File: config.mk
export PLATFORM = sky130hd
export DESIGN_NAME = branch_target_buffer
export DESIGN_NICKNAME = d
export VERILOG_FILES = /design/src/rtl/btb_pkg.sv /design/src/rtl/btb_perf_counters.sv /design/src/rtl/branch_target_buffer.sv
export SDC_FILE = /design/constraint.sdc
export NUM_CORES = 2
export LEC_CHECK = 0
export ABC_AREA = 0
export CAP_MARGIN = 25
export CELL_PAD_IN_SITES_DETAIL_PLACEMENT = 0
export CELL_PAD_IN_SITES_GLOBAL_PLACEMENT = 1
export CORE_MARGIN = 2
export CORE_UTILIZATION = 45
export CTS_CLUSTER_SIZE = 14
export DETAILED_ROUTE_END_ITERATION = 8
export PLACE_DENSITY_LB_ADDON = 0.08
export SLEW_MARGIN = 30
export SYNTH_ARGS = -nofsm -noshare
export SYNTH_HDL_FRONTEND = slang
export SYNTH_SLANG_ARGS = --single-unit
File: constraint.sdc
create_clock -name clk -period 10.93 [get_ports clk]
set_clock_uncertainty 0.1 [all_clocks]
set_input_delay 2.186 -clock clk [delete_from_list [all_inputs] [get_ports clk]]
set_output_delay 2.186 -clock clk [all_outputs]
set_load 0.02 [all_outputs]
File: src/rtl/btb_pkg.sv
// Shared definitions for the branch target buffer.
//   - 2-bit direction counter encodings (SNT/WNT/WT/ST)
//   - sat_update(): next saturating counter value for a resolved branch
//   - default index width and the matching tag width
package btb_pkg;

  localparam logic [1:0] SNT = 2'b00;
  localparam logic [1:0] WNT = 2'b01;
  localparam logic [1:0] WT  = 2'b10;
  localparam logic [1:0] ST  = 2'b11;

  localparam int unsigned IDX_W_DFLT = 6;
  // PC[1:0] are never part of index or tag.
  localparam int unsigned TAG_W = 30 - IDX_W_DFLT;

  function automatic logic [1:0] sat_update(input logic [1:0] cnt, input logic taken);
    logic [1:0] nxt;
    if (taken) begin
      nxt = (cnt == ST) ? ST : cnt + 2'd1;
    end else begin
      nxt = (cnt == SNT) ? SNT : cnt - 2'd1;
    end
    return nxt;
  endfunction

endpackage

File: src/rtl/btb_perf_counters.sv
// Wrap-around performance counters for resolved conditional branches.
// Ports:
//   clk, rst_n   clock, asynchronous active-low reset
//   upd          one resolved conditional branch this cycle
//   mispred      that branch was mispredicted (qualified by upd)
//   branch_cnt   resolved-branch count (mod 2^32)
//   mispred_cnt  misprediction count (mod 2^32)
module btb_perf_counters (
  input  logic        clk,
  input  logic        rst_n,
  input  logic        upd,
  input  logic        mispred,
  output logic [31:0] branch_cnt,
  output logic [31:0] mispred_cnt
);

  logic [31:0] branch_cnt_q, branch_cnt_d;
  logic [31:0] mispred_cnt_q, mispred_cnt_d;

  always_comb begin
    branch_cnt_d  = branch_cnt_q;
    mispred_cnt_d = mispred_cnt_q;
    if (upd) begin
      branch_cnt_d = branch_cnt_q + 32'd1;
      if (mispred) begin
        mispred_cnt_d = mispred_cnt_q + 32'd1;
      end
    end
  end

  always_ff @(posedge clk or negedge rst_n) begin
    if (!rst_n) begin
      branch_cnt_q  <= 32'd0;
      mispred_cnt_q <= 32'd0;
    end else begin
      branch_cnt_q  <= branch_cnt_d;
      mispred_cnt_q <= mispred_cnt_d;
    end
  end

  assign branch_cnt  = branch_cnt_q;
  assign mispred_cnt = mispred_cnt_q;

endmodule

File: src/rtl/branch_target_buffer.sv
// Direct-mapped branch target buffer with a 2-bit direction counter per entry.
// Ports:
//   clk, rst_n               clock, asynchronous active-low reset
//   PCF                      fetch PC; combinational lookup
//   BranchPredictedF         predict taken for PCF
//   BranchPredictedTargetF   predicted target (0 when not predicted)
//   PCE, BranchInstE, BranchE, BranchTarget, BranchPredictedE
//                            resolved conditional branch in EX
//   StallE, FlushE           EX qualification; no update while either is set
//   BranchCnt, MispredCnt    performance counters
module branch_target_buffer
  import btb_pkg::*;
#(
  parameter int unsigned IDX_W     = IDX_W_DFLT,
  parameter logic [1:0]  CNT_ALLOC = WT
) (
  input  logic        clk,
  input  logic        rst_n,
  input  logic [31:0] PCF,
  output logic        BranchPredictedF,
  output logic [31:0] BranchPredictedTargetF,
  input  logic [31:0] PCE,
  input  logic        BranchInstE,
  input  logic        BranchE,
  input  logic [31:0] BranchTarget,
  input  logic        BranchPredictedE,
  input  logic        StallE,
  input  logic        FlushE,
  output logic [31:0] BranchCnt,
  output logic [31:0] MispredCnt
);

  localparam int unsigned Entries = 2 ** IDX_W;
  localparam int unsigned TagW    = 30 - IDX_W;

  logic            valid_q  [Entries];
  logic [1:0]      cnt_q    [Entries];
  logic [TagW-1:0] tag_q    [Entries];
  logic [31:0]     target_q [Entries];

  logic [IDX_W-1:0] idx_f, idx_e;
  logic [TagW-1:0]  tag_f, tag_e;
  logic             hit_f, hit_e, upd;

  // Byte-offset bits carry no information for a 4-byte aligned fetch.
  logic unused_pc_lsbs;
  assign unused_pc_lsbs = ^{PCF[1:0], PCE[1:0]};

  assign idx_f = PCF[IDX_W+1:2];
  assign tag_f = PCF[31:IDX_W+2];
  assign idx_e = PCE[IDX_W+1:2];
  assign tag_e = PCE[31:IDX_W+2];

  // Lookup reads the registered arrays, so a same-index update in this cycle
  // is not visible until the next one.
  assign hit_f                  = valid_q[idx_f] && (tag_q[idx_f] == tag_f);
  assign BranchPredictedF       = hit_f && cnt_q[idx_f][1];
  assign BranchPredictedTargetF = BranchPredictedF ? target_q[idx_f] : 32'h0;

  assign upd   = BranchInstE && !StallE && !FlushE;
  assign hit_e = valid_q[idx_e] && (tag_e == tag_q[idx_e]);

  // Valid and direction state: reset to "empty, weakly not-taken".
  always_ff @(posedge clk or negedge rst_n) begin
    if (!rst_n) begin
      for (int i = 0; i < Entries; i++) begin
        valid_q[i] <= 1'b0;
        cnt_q[i]   <= WNT;
      end
    end else if (upd) begin
      if (hit_e) begin
        cnt_q[idx_e] <= sat_update(cnt_q[idx_e], BranchE);
      end else if (BranchE) begin
        valid_q[idx_e] <= 1'b1;
        cnt_q[idx_e]   <= CNT_ALLOC;
      end
    end
  end

  // Tag and target need no reset; valid gates their use. A taken branch
  // always writes both (on a hit the tag is rewritten with the same value).
  always_ff @(posedge clk) begin
    if (upd && BranchE && rst_n) begin
      tag_q[idx_e]    <= tag_e;
      target_q[idx_e] <= BranchTarget;
    end
  end

  btb_perf_counters u_perf (
    .clk         (clk),
    .rst_n       (rst_n),
    .upd         (upd),
    .mispred     (BranchE != BranchPredictedE),
    .branch_cnt  (BranchCnt),
    .mispred_cnt (MispredCnt)
  );

endmodule

==> impl_metrics.yaml <==
grt:
  grt_overflow: 0
  grt_pass1_vias: 92162
  grt_max_degree: 140
  grt_pass1_wl_microns: 774000
  grt_usage_pct: 30.9
  antenna_found_initial: 29
clock_tree:
  cts-root-buf: "clkbuf_16"
  cts_buffers: 416
  cts_sinks: 3840
  cts_tree: "done"
  clk_latency_ns: 0.97
  post_cts_buffers: 0
  ctsHoldBuffers: 0
  cts.path.max_buffers: 4
  h-tree-depth: 5
  path_clk_slew_ns: 0.06
  cts_resized: 0
route:
  first_iter_violations: 13068
  wl_microns: 572000
  vias_per_cell: 6.81
  vias: 92692
  wire_per_inst_microns: 42.0
  drc: 0
  ant_nets: 0
  drtPass1Iterations: 6
synthesis:
  ys_warn_count: 0
  synth_cells: 8096
  avgSynthCellArea_sq_um: 20.1
  yosysUniqueCellTypes: 78
  synth-seq-area-share_pct: 70.0
  synth_top_cells_by_area: "edfxtp_1 66%, mux4_2 18%, dfrtp_1 2.9%"
  syn_nets: 8201
  synthDominantCellAreaShare_pct: 66.0
  yosys.area.top_type: "edfxtp_1"
  synth_flop_cell: "edfxtp_1"
  syn_area_sq_um: 163000
  synth-seq-cells: 3840
  synth_edf_count: 3584
  async_flop_share_pct: 6.67
setup_path:
  worstPathBufferInverterCount: 7
  critPathRequiredTime_ns: 8.64
  cp_common_cell: "mux4_2"
  r2r_slack_ns: 5.36
  ff2ff_path_depth: 12
  crit_start: "PCF[2]"
  timing.critical_path.slowest_cell_delay_ns: 0.84
  r2r-end: "cnt_q[115]$_DFFE_PN0P_"
  end_kind: "output pin"
  r2r_start: "tag_q[17][14]$_DFFE_PP_"
  critPathLaunchType: "primary input"
  arrival_ns: 8.13
  path_delay_family: "buffers and inverters"
  cp_max_fo: 77
  endpoint: "BranchPredictedF"
  crit_type: "primary input to output pin"
  cp_cell_sequence: "buf_16 -> buf_12 -> buf_12 -> mux4_2 -> mux4_2 -> mux4_2 -> xor2_1 -> nor4_2 -> buf_4 -> nand4_1 -> or4_4 -> buf_4 -> inv_1 -> clkdlybuf4s50_1"
  slowest_stage: "or4_4"
  cp_num_cells: 14
layout:
  layout_commonest_cell: "edfxtp_1"
  nets: 8539
  post-route-util_pct: 51.4
  final_cell_mix: "3584 x edfxtp_1, 1332 x mux4_2, 418 x clkbuf_16"
  synthToLayoutAreaGrowth_pct: 13.9
  fill_cells: 28565
  layout-drive-gt1-share_pct: 29.0
timing:
  maxSlewHeadroom_pct: 23.7
  hold_violations: 0
  period_share_pct: 95.3
  worst-slew-pin-transition_ns: 1.14
  fmax_mhz: 96.0
  maxSlewViolCount: 0
  rsz0062_at_grt: "no"
  layout_min_cycle_time_ns: 10.41
  setup_viol: 0
  tns_ns: 0
pwr:
  p_leak_nw: 59.1
  power_density_nw_per_um2: 171
  power_mw: 31.8
  ir_drop_mv: 0.135
die:
  fp.dieArea_sq_um: 367000
  fp.coreArea_sq_um: 361000
  die_w_microns: 606
  boundaryPins: 200
  fp.dieH_microns: 606
  std_cell_rows: 221
  start_util_pct: 45.1
status:
  outcome: "completed"
job:
  max_cap_viol_count: 0
place:
  routabilityCongestion: 0.841
  dp_hpwl_microns: 292000
  place.port_buffers: 195
min_path:
  min_path_type: "flop to flop"
sequential cells by signal (all words and copies together) (netlist names):
name                count
u_perf.branch_cnt      32
cnt_q                 128
target_q             2048
valid_q                64
tag_q                1536
u_perf.mispred_cnt     32
per-stage QoR:
step	hold WS [ns]	std cells	cell area, sq um	setup WS (ns)
after global placement	0.360	12793	172000	0.177
after detailed placement	0.364	12807	172000	0.554
after global routing	0.396	13591	186000	0.469
after floorplan	0.339	8096	163000	2.74
after CTS	0.374	13572	185000	0.549
final	0.367	13603	186000	0.517
cell usage after synthesis (all sizes together), types with 9 or more instances:
cell and number:
edfxtp 3584, mux4 1332, mux2i 370, buf 315, clkbuf 293, nor2 202, nand2 194, dfrtp 192
nand3 192, o21ai 141, o22ai 134, a22oi 102, a221oi 91, nor3 78, xnor2 76, a21oi 69
o311ai 65, dfstp 64, a21o 59, o32a 59, nor2b 48, a211oi 38, mux2 38, xor2 32
nor4 29, nand4 28, and3 26, a31oi 24, a22o 21, and3b 14, nand2b 14, nand3b 14
o22a 13, nor3b 12, inv 11, or3b 11, a221o 9, o221ai 9
power breakdown:
group | internal [mW] | switching, mW
clock | 7.81 | 5.90
sequential | 16.1 | 0.0440
combinational | 0.793 | 1.17
worst min path at each step:
stage                                                    end  cells past startpoint  slack [ns]                                from
after floorplan                       valid_q[3]$_DFFE_PN0P_                      1        0.34              valid_q[3]$_DFFE_PN0P_
after detailed placement  u_perf.mispred_cnt[31]$_DFFE_PN0P_                      1        0.36  u_perf.mispred_cnt[31]$_DFFE_PN0P_
after global placement    u_perf.mispred_cnt[31]$_DFFE_PN0P_                      1        0.36  u_perf.mispred_cnt[31]$_DFFE_PN0P_
after CTS                 u_perf.mispred_cnt[31]$_DFFE_PN0P_                      1        0.37  u_perf.mispred_cnt[31]$_DFFE_PN0P_
after global routing                 valid_q[10]$_DFFE_PN0P_                      1        0.40             valid_q[10]$_DFFE_PN0P_
final                     u_perf.mispred_cnt[31]$_DFFE_PN0P_                      1        0.37  u_perf.mispred_cnt[31]$_DFFE_PN0P_
per-layer routing:
layer	track usage [%]	vias to the layer above	wire length, microns	part of all wire, %
met2	49.5	5038	272000	48
met1	41.9	51172	223000	39
li1	-	35350	-	-
met3	4.84	1124	46500	8.1
met5	0	-	50	0.0087
met4	14.3	8	29500	5.2
worst register-to-register path, cell delays in order (launching register included):
cell and delay, ns:
edfxtp_1 0.40, mux4_2 0.48, a22oi_1 0.27, nand3_1 0.13, a2111oi_2 0.42, xor2_1 0.73, nand3b_1 0.29, nor4_1 0.54
nand4_1 0.26, buf_12 0.28, or4_4 1.03, buf_12 0.28, o32a_1 0.26
area by class of cell:
| class | instances | area, sq um | area share [%] |
|---|---|---|---|
| multi-input combinational | 3636 | 46700 | 25.1 |
| timing repair buffer | 528 | 5760 | 3.10 |
| sequential | 3840 | 114000 | 61.4 |
| antenna | 28 | 70.1 | 0.0377 |
| tap | 4794 | 6000 | 3.23 |
| clock inverter | 256 | 2190 | 1.18 |
| inverter | 12 | 47.5 | 0.0256 |
| clock buffer | 509 | 10800 | 5.84 |
cells by family after synthesis:
family / count (synthesis) / synth area share [%]
flip-flops: 3840 / 70.0
multiplexers: 1740 / 20.9
AND/OR/NAND/NOR: 897 / 2.73
AO/OA/AOI/OAI: 888 / 3.98
buffers and inverters: 620 / 1.77
XOR/XNOR: 108 / 0.580
adder cells (fa/ha/maj): 3 / 0.0215
No activity file was read; power rests on OpenSTA's default activity.
